**src/rtl/reflet_ram_arb_pkg.sv**
```systemverilog
// reflet_ram_arbiter shared definitions.
// FSM state encodings and requester port indices.
package reflet_ram_arb_pkg;

    typedef enum logic [1:0] {
        IDLE = 2'd0,
        ADDR = 2'd1,
        DATA = 2'd2,
        DONE = 2'd3
    } arb_state_t;

    localparam logic PORT0 = 1'b0;
    localparam logic PORT1 = 1'b1;

endpackage

```
**src/rtl/reflet_ram_arb_if.sv**
```systemverilog
// Requester and RAM side bundle of reflet_ram_arbiter.
// master = requesters plus RAM, slave = the arbiter.
interface reflet_ram_arb_if #(
    parameter int addrSize = 7,
    parameter int wordsize = 8
);
    logic                req0;
    logic                req1;
    logic                we0;
    logic                we1;
    logic [addrSize-1:0] addr0;
    logic [addrSize-1:0] addr1;
    logic [wordsize:0]   wdata0;
    logic [wordsize:0]   wdata1;
    logic                ack0;
    logic                ack1;
    logic [wordsize:0]   rdata0;
    logic [wordsize:0]   rdata1;
    logic                ram_enable;
    logic [addrSize-1:0] ram_addr;
    logic [wordsize:0]   ram_data_in;
    logic                ram_write_en;
    logic [wordsize:0]   ram_data_out;
    logic                busy;
    logic                grant;

    modport master (
        output req0, req1, we0, we1,
        output addr0, addr1, wdata0, wdata1,
        input  ack0, ack1, rdata0, rdata1,
        input  ram_enable, ram_addr,
        input  ram_data_in, ram_write_en,
        output ram_data_out,
        input  busy, grant
    );

    modport slave (
        input  req0, req1, we0, we1,
        input  addr0, addr1, wdata0, wdata1,
        output ack0, ack1, rdata0, rdata1,
        output ram_enable, ram_addr,
        output ram_data_in, ram_write_en,
        input  ram_data_out,
        output busy, grant
    );

endinterface

```
**src/rtl/reflet_ram_arbiter_rr_arb2.sv**
```systemverilog
// Two-way winner select; round-robin on last winner, or fixed
// priority to port 0 when REFLET_RAM_ARB_FIXED_PRIO_EN is defined.
module reflet_rr_arb2
    import reflet_ram_arb_pkg::*;
(
    input  logic req0_i,
    input  logic req1_i,
    input  logic last_i,
    output logic win_o
);

`ifdef REFLET_RAM_ARB_FIXED_PRIO_EN
    logic unused_last;
    assign unused_last = last_i;

    always_comb begin
        win_o = PORT0;
        if (!req0_i && req1_i) win_o = PORT1;
    end
`else
    always_comb begin
        win_o = PORT0;
        if (req0_i && req1_i) win_o = ~last_i;
        else if (req1_i)      win_o = PORT1;
    end
`endif

endmodule

```
**src/rtl/reflet_ram_arbiter.sv**
```systemverilog
// Shares one reflet_ram between two request/ack ports.
// REFLET_RAM_ARB_FIXED_PRIO_EN selects fixed priority over round-robin.
module reflet_ram_arbiter
    import reflet_ram_arb_pkg::*;
#(
    parameter int addrSize = 7,
    parameter int wordsize = 8
) (
    input  logic clk,
    input  logic reset,
    reflet_ram_arb_if.slave bus
);

    arb_state_t          state_q, state_d;
    logic                grant_q, grant_d;
    logic [addrSize-1:0] addr_q, addr_d;
    logic                we_q, we_d;
    logic [wordsize:0]   wdata_q, wdata_d;
    logic [wordsize:0]   rdata0_q, rdata0_d;
    logic [wordsize:0]   rdata1_q, rdata1_d;
    logic                win;
    logic                last_w;
    logic                any_req;
    logic                ack0, ack1;
    logic                ram_en, ram_we;
    logic [addrSize-1:0] ram_addr;
    logic [wordsize:0]   ram_din;

    assign any_req = bus.req0 | bus.req1;

`ifdef REFLET_RAM_ARB_FIXED_PRIO_EN
    assign last_w = PORT1;
`else
    logic last_q;

    always_ff @(posedge clk or negedge reset) begin
        if (!reset)                         last_q <= PORT1;
        else if (state_q == IDLE && any_req) last_q <= win;
    end

    assign last_w = last_q;
`endif

    reflet_rr_arb2 u_arb (
        .req0_i (bus.req0),
        .req1_i (bus.req1),
        .last_i (last_w),
        .win_o  (win)
    );

    always_ff @(posedge clk or negedge reset) begin
        if (!reset) begin
            state_q  <= IDLE;
            grant_q  <= PORT0;
            addr_q   <= '0;
            we_q     <= 1'b0;
            wdata_q  <= '0;
            rdata0_q <= '0;
            rdata1_q <= '0;
        end else begin
            state_q  <= state_d;
            grant_q  <= grant_d;
            addr_q   <= addr_d;
            we_q     <= we_d;
            wdata_q  <= wdata_d;
            rdata0_q <= rdata0_d;
            rdata1_q <= rdata1_d;
        end
    end

    always_comb begin
        state_d  = state_q;
        grant_d  = grant_q;
        addr_d   = addr_q;
        we_d     = we_q;
        wdata_d  = wdata_q;
        rdata0_d = rdata0_q;
        rdata1_d = rdata1_q;
        ack0     = 1'b0;
        ack1     = 1'b0;
        ram_en   = 1'b0;
        ram_we   = 1'b0;
        ram_addr = '0;
        ram_din  = '0;
        unique case (state_q)
            IDLE: begin
                if (any_req) begin
                    state_d = ADDR;
                    grant_d = win;
                    if (win == PORT1) begin
                        addr_d  = bus.addr1;
                        we_d    = bus.we1;
                        wdata_d = bus.wdata1;
                    end else begin
                        addr_d  = bus.addr0;
                        we_d    = bus.we0;
                        wdata_d = bus.wdata0;
                    end
                end
            end
            ADDR: begin
                ram_en   = 1'b1;
                ram_addr = addr_q;
                ram_din  = wdata_q;
                ram_we   = we_q;
                state_d  = DATA;
            end
            DATA: begin
                ram_en   = 1'b1;
                ram_addr = addr_q;
                state_d  = DONE;
            end
            DONE: begin
                // RAM read register holds the post-write word only now
                ram_en   = 1'b1;
                ram_addr = addr_q;
                state_d  = IDLE;
                if (grant_q == PORT1) begin
                    ack1     = 1'b1;
                    rdata1_d = bus.ram_data_out;
                end else begin
                    ack0     = 1'b1;
                    rdata0_d = bus.ram_data_out;
                end
            end
            default: state_d = IDLE;
        endcase
    end

    assign bus.ack0         = ack0;
    assign bus.ack1         = ack1;
    assign bus.rdata0       = rdata0_q;
    assign bus.rdata1       = rdata1_q;
    assign bus.ram_enable   = ram_en;
    assign bus.ram_addr     = ram_addr;
    assign bus.ram_data_in  = ram_din;
    assign bus.ram_write_en = ram_we;
    assign bus.busy         = (state_q != IDLE);
    assign bus.grant        = grant_q;

endmodule

```
**src/flat_wrapper.sv**
```systemverilog
// flat-port wrapper written by rule: the top's interface ports become plain ports
module reflet_ram_arbiter_flat import reflet_ram_arb_pkg::*;
#(
    parameter int addrSize = 7,
    parameter int wordsize = 8
)
  (clk, reset, bus_req0, bus_req1, bus_we0, bus_we1, bus_addr0, bus_addr1, bus_wdata0, bus_wdata1, bus_ack0, bus_ack1, bus_rdata0, bus_rdata1, bus_ram_enable, bus_ram_addr, bus_ram_data_in, bus_ram_write_en, bus_ram_data_out, bus_busy, bus_grant);
  reflet_ram_arb_if #(.addrSize(addrSize), .wordsize(wordsize)) bus_i ();
  input  logic clk;
  input  logic reset;
  input wire logic [$bits(bus_i.req0)-1:0] bus_req0;
  input wire logic [$bits(bus_i.req1)-1:0] bus_req1;
  input wire logic [$bits(bus_i.we0)-1:0] bus_we0;
  input wire logic [$bits(bus_i.we1)-1:0] bus_we1;
  input wire logic [$bits(bus_i.addr0)-1:0] bus_addr0;
  input wire logic [$bits(bus_i.addr1)-1:0] bus_addr1;
  input wire logic [$bits(bus_i.wdata0)-1:0] bus_wdata0;
  input wire logic [$bits(bus_i.wdata1)-1:0] bus_wdata1;
  output wire logic [$bits(bus_i.ack0)-1:0] bus_ack0;
  output wire logic [$bits(bus_i.ack1)-1:0] bus_ack1;
  output wire logic [$bits(bus_i.rdata0)-1:0] bus_rdata0;
  output wire logic [$bits(bus_i.rdata1)-1:0] bus_rdata1;
  output wire logic [$bits(bus_i.ram_enable)-1:0] bus_ram_enable;
  output wire logic [$bits(bus_i.ram_addr)-1:0] bus_ram_addr;
  output wire logic [$bits(bus_i.ram_data_in)-1:0] bus_ram_data_in;
  output wire logic [$bits(bus_i.ram_write_en)-1:0] bus_ram_write_en;
  input wire logic [$bits(bus_i.ram_data_out)-1:0] bus_ram_data_out;
  output wire logic [$bits(bus_i.busy)-1:0] bus_busy;
  output wire logic [$bits(bus_i.grant)-1:0] bus_grant;
  assign bus_i.req0 = bus_req0;
  assign bus_i.req1 = bus_req1;
  assign bus_i.we0 = bus_we0;
  assign bus_i.we1 = bus_we1;
  assign bus_i.addr0 = bus_addr0;
  assign bus_i.addr1 = bus_addr1;
  assign bus_i.wdata0 = bus_wdata0;
  assign bus_i.wdata1 = bus_wdata1;
  assign bus_ack0 = bus_i.ack0;
  assign bus_ack1 = bus_i.ack1;
  assign bus_rdata0 = bus_i.rdata0;
  assign bus_rdata1 = bus_i.rdata1;
  assign bus_ram_enable = bus_i.ram_enable;
  assign bus_ram_addr = bus_i.ram_addr;
  assign bus_ram_data_in = bus_i.ram_data_in;
  assign bus_ram_write_en = bus_i.ram_write_en;
  assign bus_i.ram_data_out = bus_ram_data_out;
  assign bus_busy = bus_i.busy;
  assign bus_grant = bus_i.grant;
  reflet_ram_arbiter #(.addrSize(addrSize), .wordsize(wordsize)) u_core (.clk(clk), .reset(reset), .bus(bus_i));
endmodule
```
**config.mk**
```make
export PLATFORM = sky130hd
export DESIGN_NAME = reflet_ram_arbiter_flat
export DESIGN_NICKNAME = d
export VERILOG_FILES = /design/src/rtl/reflet_ram_arb_pkg.sv /design/src/rtl/reflet_ram_arb_if.sv /design/src/rtl/reflet_ram_arbiter_rr_arb2.sv /design/src/rtl/reflet_ram_arbiter.sv /design/src/flat_wrapper.sv
export SDC_FILE = /design/constraint.sdc
export NUM_CORES = 1
export LEC_CHECK = 0
export CAP_MARGIN = 20
export CORE_AREA = 2 2 69 71
export DETAILED_ROUTE_END_ITERATION = 8
export DIE_AREA = 0 0 71 73
export HOLD_SLACK_MARGIN = 0.03
export PLACE_DENSITY = 0.94
export RECOVER_POWER = 100
export SLEW_MARGIN = 15
export SYNTH_ARGS = -nofsm -noshare
export SYNTH_HDL_FRONTEND = slang
export SYNTH_HIERARCHICAL = 1
export SYNTH_SLANG_ARGS = --single-unit
```
**constraint.sdc**
```tcl
create_clock -name clk -period 3.75 [get_ports clk]
set_input_delay 0.75 -clock clk [delete_from_list [all_inputs] [get_ports clk]]
set_output_delay 0.75 -clock clk [all_outputs]
set_load 0.05 [all_outputs]
```
==> results of run 1 <==
## power groups by stage
stage / Sequential [mW] / Clock (mW) / Combinational, mW
global route: 0.779 / 0.297 / 1.83
detailed placement: 0.766 / 0 / 1.84
floorplan: 1.11 / 0 / 0.921
CTS: 0.759 / 0.280 / 1.85
global placement: 0.747 / 0 / 1.81
finish: 0.751 / 0.267 / 1.74
## worst register-to-register path, cell delays in order, from the launching register on
cell,delay [ns]
dfrtp_1,0.40
inv_1,0.10
ha_1,0.33
o21ai_1,0.90
mux2_2,0.45
## synth_stat cells
cell,n
nand2_1,1
mux2_2,47
mux2_4,8
dfrtp_1,38
nand2b_1,1
a21oi_1,1
buf_2,1
nor3b_1,1
and2_1,10
buf_4,1
nor3_1,1
buf_8,1
o21ai_4,1
nor2_1,1
clkbuf_1,1
inv_1,5
and2b_1,7
a21boi_2,1
dfstp_2,1
buf_6,2
ha_1,5
## flip-flops by register name, summed over array words and instances (netlist names)
| name | count |
|---|---|
| u_core/bus.grant | 1 |
| u_core/bus.rdata1 | 9 |
| u_core/we_q | 1 |
| u_core/state_q | 2 |
| u_core/last_q | 1 |
| u_core/addr_q | 7 |
| u_core/bus.rdata0 | 9 |
| u_core/wdata_q | 9 |
## path summary, 6_finish.rpt
path                                                  startpoint                                to
worst max-delay path               u_core/state_q[0]$_DFFE_PN0P_                   bus_ram_addr[6]
min in group asynchronous                                  reset  u_core/bus.rdata0[3]$_DFFE_PN0P_
worst min-delay path            u_core/bus.rdata0[1]$_DFFE_PN0P_  u_core/bus.rdata0[1]$_DFFE_PN0P_
worst min register to register  u_core/bus.rdata0[1]$_DFFE_PN0P_  u_core/bus.rdata0[1]$_DFFE_PN0P_
max in group asynchronous                                  reset     u_core/wdata_q[1]$_DFFE_PN0P_
worst max register to register     u_core/state_q[0]$_DFFE_PN0P_      u_core/addr_q[4]$_DFFE_PN0P_
## area by class of cell
cell class	count	area share, %
clock buffers	7	2.642
inverters	5	0.6496
multi-input cells	85	30.27
well taps	54	2.339
repair buffers	88	30.10
clock inverters	1	0.1732
flip-flops and latches	39	33.82
## metal layers
metal	part of all wire, %	vias up	track usage (%)
met5	0	-	0
met4	0.91	0	4.403
met3	8.6	5	6.906
met2	54	54	31.15
met1	37	672	16.71
li1	-	638	-
## placed cells by master (no fill, tap or decap)
cell             netlist  routed
a21boi_2               1       1
a21oi_1                1       1
and2_1                10      10
and2b_1                7       7
buf_4                  1       2
clkbuf_1               1       3
clkbuf_8               0       5
clkdlybuf4s50_1        0      44
clkinv_2               0       1
dfrtp_1               38      38
dfstp_2                1       1
dlygate4sd3_1          0      41
ha_1                   5       5
inv_1                  5       5
mux2_2                47      47
mux2_4                 8       8
nand2_1                1       1
nand2b_1               1       1
nor2_1                 1       1
nor3_1                 1       1
nor3b_1                1       1
o21ai_1                0       1
## kinds of logic (layout without fill, tap and decap cells)
logic type,Yosys count,after routing,share of synthesized area (%)
AO/OA/AOI/OAI,3,3,1.681
adder cells (fa/ha/maj),5,5,3.232
flip-flops,39,39,50.48
AND/OR/NAND/NOR,22,22,7.304
buffers and inverters,11,101,3.749
multiplexers,55,55,33.55
==> impl_metrics.tcl, run 1 <==
set metrics [dict create \
    globalRouteOverflowTotal 0 \
    violations "capacitance limit, slew limit" \
    die_w_um 71 \
    cts_sinks 39 \
    syn-num-nets 187 \
    fp.dieH_um 73 \
    p_int_mw 1.438 \
    grt_pass1_wl_mm 6.534 \
    syn_to_final_growth_pct 49.26 \
    period_share_pct 79.48 \
    antenna_left 0 \
    arrival_ns 2.23 \
    place_hpwl_mm 3.133 \
    power_density_nw_per_um2 955.6 \
    end_kind "primary output" \
    outcome "finished with violations" \
    io_buffers 86 \
    netlist_area_um2 1936 \
    cts-buffers-inserted 5 \
    hold_slack_ns 0.4987 \
    critPathLaunchType "flop" \
    drive_gt1_share_pct 28.89 \
    dp_slack_ns 1.108 \
    placed_area_um2 2820 \
    hold_depth 1 \
    swShare_pct 47.92 \
    drc 0 \
    clk_latency_ns 0.28 \
    clk_path_buf_depth 2 \
    ff_latch_area_um2 977.2 \
    critPathMaxFanout 11 \
    p_total_mw 2.761 \
    synth.avg_cell_area_um2 14.34 \
    fill_cells 371 \
    max_stage_delay_ns 0.87 \
    grt.total_usage_pct 16.50 \
    combPwrFrac_pct 63.1 \
    fp.dieArea_um2 5183 \
    cts_hold_buf 0 \
    leakagePower_nw 1.286 \
    finalInstanceArea_um2 2889 \
    core-area_um2 4536 \
    p_clk_share_pct 9.7 \
    utilization_pct 63.70 \
    diodes 0 \
    hold_viol_final 0 \
    vias 1369 \
    worst_hold_path_type "reg2reg" \
    setup_slack_ns 0.7694 \
    ys_seq_area_share_pct 50.48 \
    rrSetupSlack_ns 1.45 \
    drt-initial-drc-count 49 \
    p_switching_mw 1.323 \
    final.setup_skew_ns 0.002862 \
    grt_pass1_vias 1443 \
    grt_max_degree 40 \
    r2r_cells 4 \
    period_minus_slack_ns 2.981 \
    synth_area_leader_cell "dfrtp_1" \
    vias_per_cell 4.907 \
    start_util_pct 42.68 \
    netlist.area_leader.share_pct 49.13 \
    nNetsFinal 276 \
    cp_top_family "buffers and inverters" \
    synth_area_leaders "dfrtp_1 (49%), mux2_2 (27%), mux2_4 (6.2%)" \
    grt_antenna_before_repair 0 \
    seqPwrFrac_pct 27.2 \
    cts_tree "yes" \
    cp.depth 4 \
    syn-instance-count 135 \
    cts.clk_slew.worst_paths_ns 0.07 \
    place_congestion 0.7038 \
    synth.distinct_cells 21 \
    yosys_warnings 6 \
    post-cts-setup-buffers 0 \
    ioPinCount 87 \
    cp_slowest_cell "dlygate4sd3_1" \
    worst_pin_slew_ns 2.035 \
    cts_max_level 2 \
    finalSetupViolations 0 \
    root_buffer "clkbuf_8" \
    critPathBufInv 2 \
    critical_path_class "reg2out" \
    tns_ns 0 \
    ys_seq_elements 39 \
    drv_cap 2 \
    rsz0062_at_grt "no" \
    drv_slew 60 \
    ir_worst_vdd_uv 526.7 \
    cts-resized-gates 0 \
    firstDrtPassIters 4 \
    wl_per_cell_um 14.93 \
    wl_mm 4.165 \
    layout.cells.non_filler 279 \
    placed_cells 271 \
    crit_chain "inv_1, ha_1, and2b_1, dlygate4sd3_1" \
    multi_input_area_um2 874.6 \
    required_ns 3.00 \
    rows 25 \
    fmax_mhz 335.5 \
    max_slew_margin_pct -35.67 \
]
Power figures use the tool's default switching activity.
==> run 2: changes to the inputs <==
- CORE_AREA: 2 2 69 71 -> 2 2 76 78
- DIE_AREA: 0 0 71 73 -> 0 0 78 80
- PLACE_DENSITY: 0.94 -> 0.83
- clock period: 3.75 -> 2.47 ns (I/O delays scaled with it)
==> run 2 against run 1 <==
The run now ends clean. Cell count increased by 7.5%. Wire length is 0.91% lower. Worst setup slack worse by 0.45 ns. Via count is 2.4% lower. Highest routed layer unchanged.
==> impl_metrics.tcl, run 2 (synthesis results as in run 1) <==
set metrics [dict create \
    post-cts-setup-buffers 0 \
    firstDrtPassIters 4 \
    die_w_um 78 \
    fp.dieH_um 80 \
    cts_sinks 39 \
    utilization_pct 52.78 \
    placed_cells 292 \
    grt_antenna_before_repair 0 \
    multi_input_area_um2 874.6 \
    diodes 0 \
    setup_slack_ns 0.3193 \
    cts_hold_buf 0 \
    outcome "finished clean" \
    period_minus_slack_ns 2.151 \
    ioPinCount 87 \
    end_kind "primary output" \
    place_congestion 0.6675 \
    final.setup_skew_ns 0.003372 \
    r2r-start "u_core/state_q[0]$_DFFE_PN0P_" \
    placed_area_um2 2838 \
    max_slew_margin_pct 41.65 \
    grt_pass1_wl_mm 6.630 \
    wl_per_cell_um 13.76 \
    mostFrequentLayoutCells "mux2_2 (47), clkdlybuf4s50_1 (45), dfrtp_1 (38), dlygate4sd3_1 (19), clkbuf_2 (17)" \
    drive_gt1_share_pct 37.72 \
    syn_to_final_growth_pct 47.38 \
    r2r_cells 5 \
    cts.clk_slew.worst_paths_ns 0.07 \
    power_density_nw_per_um2 1463 \
    drv_slew 0 \
    start_util_pct 35.81 \
    hold_slack_ns 0.3205 \
    cts-buffers-inserted 5 \
    critPathMaxFanout 11 \
    critical_path_class "reg2out" \
    root_buffer "clkbuf_8" \
    fmax_mhz 465.0 \
    fill_cells 476 \
    clk_path_buf_depth 2 \
    cts-resized-gates 0 \
    nNetsFinal 279 \
    critPathLaunchType "flop" \
    vias_per_cell 4.453 \
    fp.dieArea_um2 6240 \
    io_buffers 86 \
    dp_slack_ns 0.1874 \
    vias 1336 \
    ir_worst_vdd_uv 801.7 \
    finalSetupViolations 0 \
    arrival_ns 1.66 \
    antenna_left 0 \
    required_ns 1.98 \
    wl_mm 4.127 \
    clk_latency_ns 0.29 \
    place_hpwl_mm 2.981 \
    drt-initial-drc-count 70 \
    grt_pass1_vias 1444 \
    finalInstanceArea_um2 2853 \
    rows 27 \
    worst_hold_path_type "in2async" \
    final_common_cell "mux2_2" \
    cts_tree "yes" \
    drv_cap 0 \
    layout.cells.non_filler 300 \
    grt_max_degree 40 \
    grt.total_usage_pct 13.77 \
    rrSetupSlack_ns 0.48 \
    cts_max_level 2 \
    core-area_um2 5405 \
    drc 0 \
    hold_viol_final 0 \
    worst_pin_slew_ns 0.8753 \
    tns_ns 0 \
    leakagePower_nw 1.276 \
    period_share_pct 87.07 \
    p_total_mw 4.172 \
    rsz0062_at_grt "no" \
    globalRouteOverflowTotal 0 \
    worstReg2RegEnd "u_core/wdata_q[8]$_DFFE_PN0P_" \
    ff_latch_area_um2 977.2 \
]
==> run 2: cell types whose count changed in the layout (fill, tap and decap cells not counted) <==
cell             previous run  this run
dlygate4sd3_1              41        19
clkbuf_2                    0        17
clkbuf_1                    3         6
clkbuf_8                    5         7
buf_12                      0         1
buf_2                       0         1
buf_4                       2         3
clkdlybuf4s50_1            44        45
clkinv_2                    1         0
==> run 2: layout make-up <==
cell class                      instances  share of cell area (%)
Clock buffer                            8                   3.509
Timing Repair Buffer                   91                   27.76
Inverter                                5                  0.6579
Multi-Input combinational cell         85                   30.66
Tap cell                               72                   3.158
Sequential cell                        39                   34.25
==> run 2: per-layer routing <==
layer / wire length, um / GRT usage [%] / share of wire, % / vias to the layer above
li1: - / - / - / 644
met1: 1737 / 15.28 / 42 / 631
met2: 2006 / 24.48 / 49 / 58
met3: 358 / 5.204 / 8.7 / 3
met4: 25 / 4.211 / 0.61 / 0
met5: 0 / 0 / 0 / -
==> run 2: how the worst max path moves through the flow <==
stage / cells after the start / startpoint / slack, ns / to
floorplan: 2 / u_core/bus.grant$_DFFE_PN0P_ / 0.64 / bus_ack1
global placement: 5 / bus_req1 / 0.25 / u_core/wdata_q[2]$_DFFE_PN0P_
detailed placement: 5 / bus_req1 / 0.19 / u_core/wdata_q[4]$_DFFE_PN0P_
CTS: 4 / u_core/state_q[0]$_DFFE_PN0P_ / 0.28 / bus_ram_addr[4]
global route: 4 / u_core/state_q[0]$_DFFE_PN0P_ / 0.20 / bus_ram_addr[3]
finish: 4 / u_core/state_q[0]$_DFFE_PN0P_ / 0.32 / bus_ram_addr[4]
==> run 2: report_power, final <==
part / internal [mW] / leakage [nW] / switching, mW
Combinational: 0.928 / 0.768 / 1.65
Clock: 0.255 / 0.0515 / 0.211
Sequential: 0.979 / 0.456 / 0.155
Total: 2.16 / 1.28 / 2.01
==> run 2: critical path, stage by stage (launching register included) <==
cell and delay, ns:
dfrtp_1 0.42, inv_1 0.12, ha_1 0.36, and2b_1 0.23, clkbuf_2 0.23
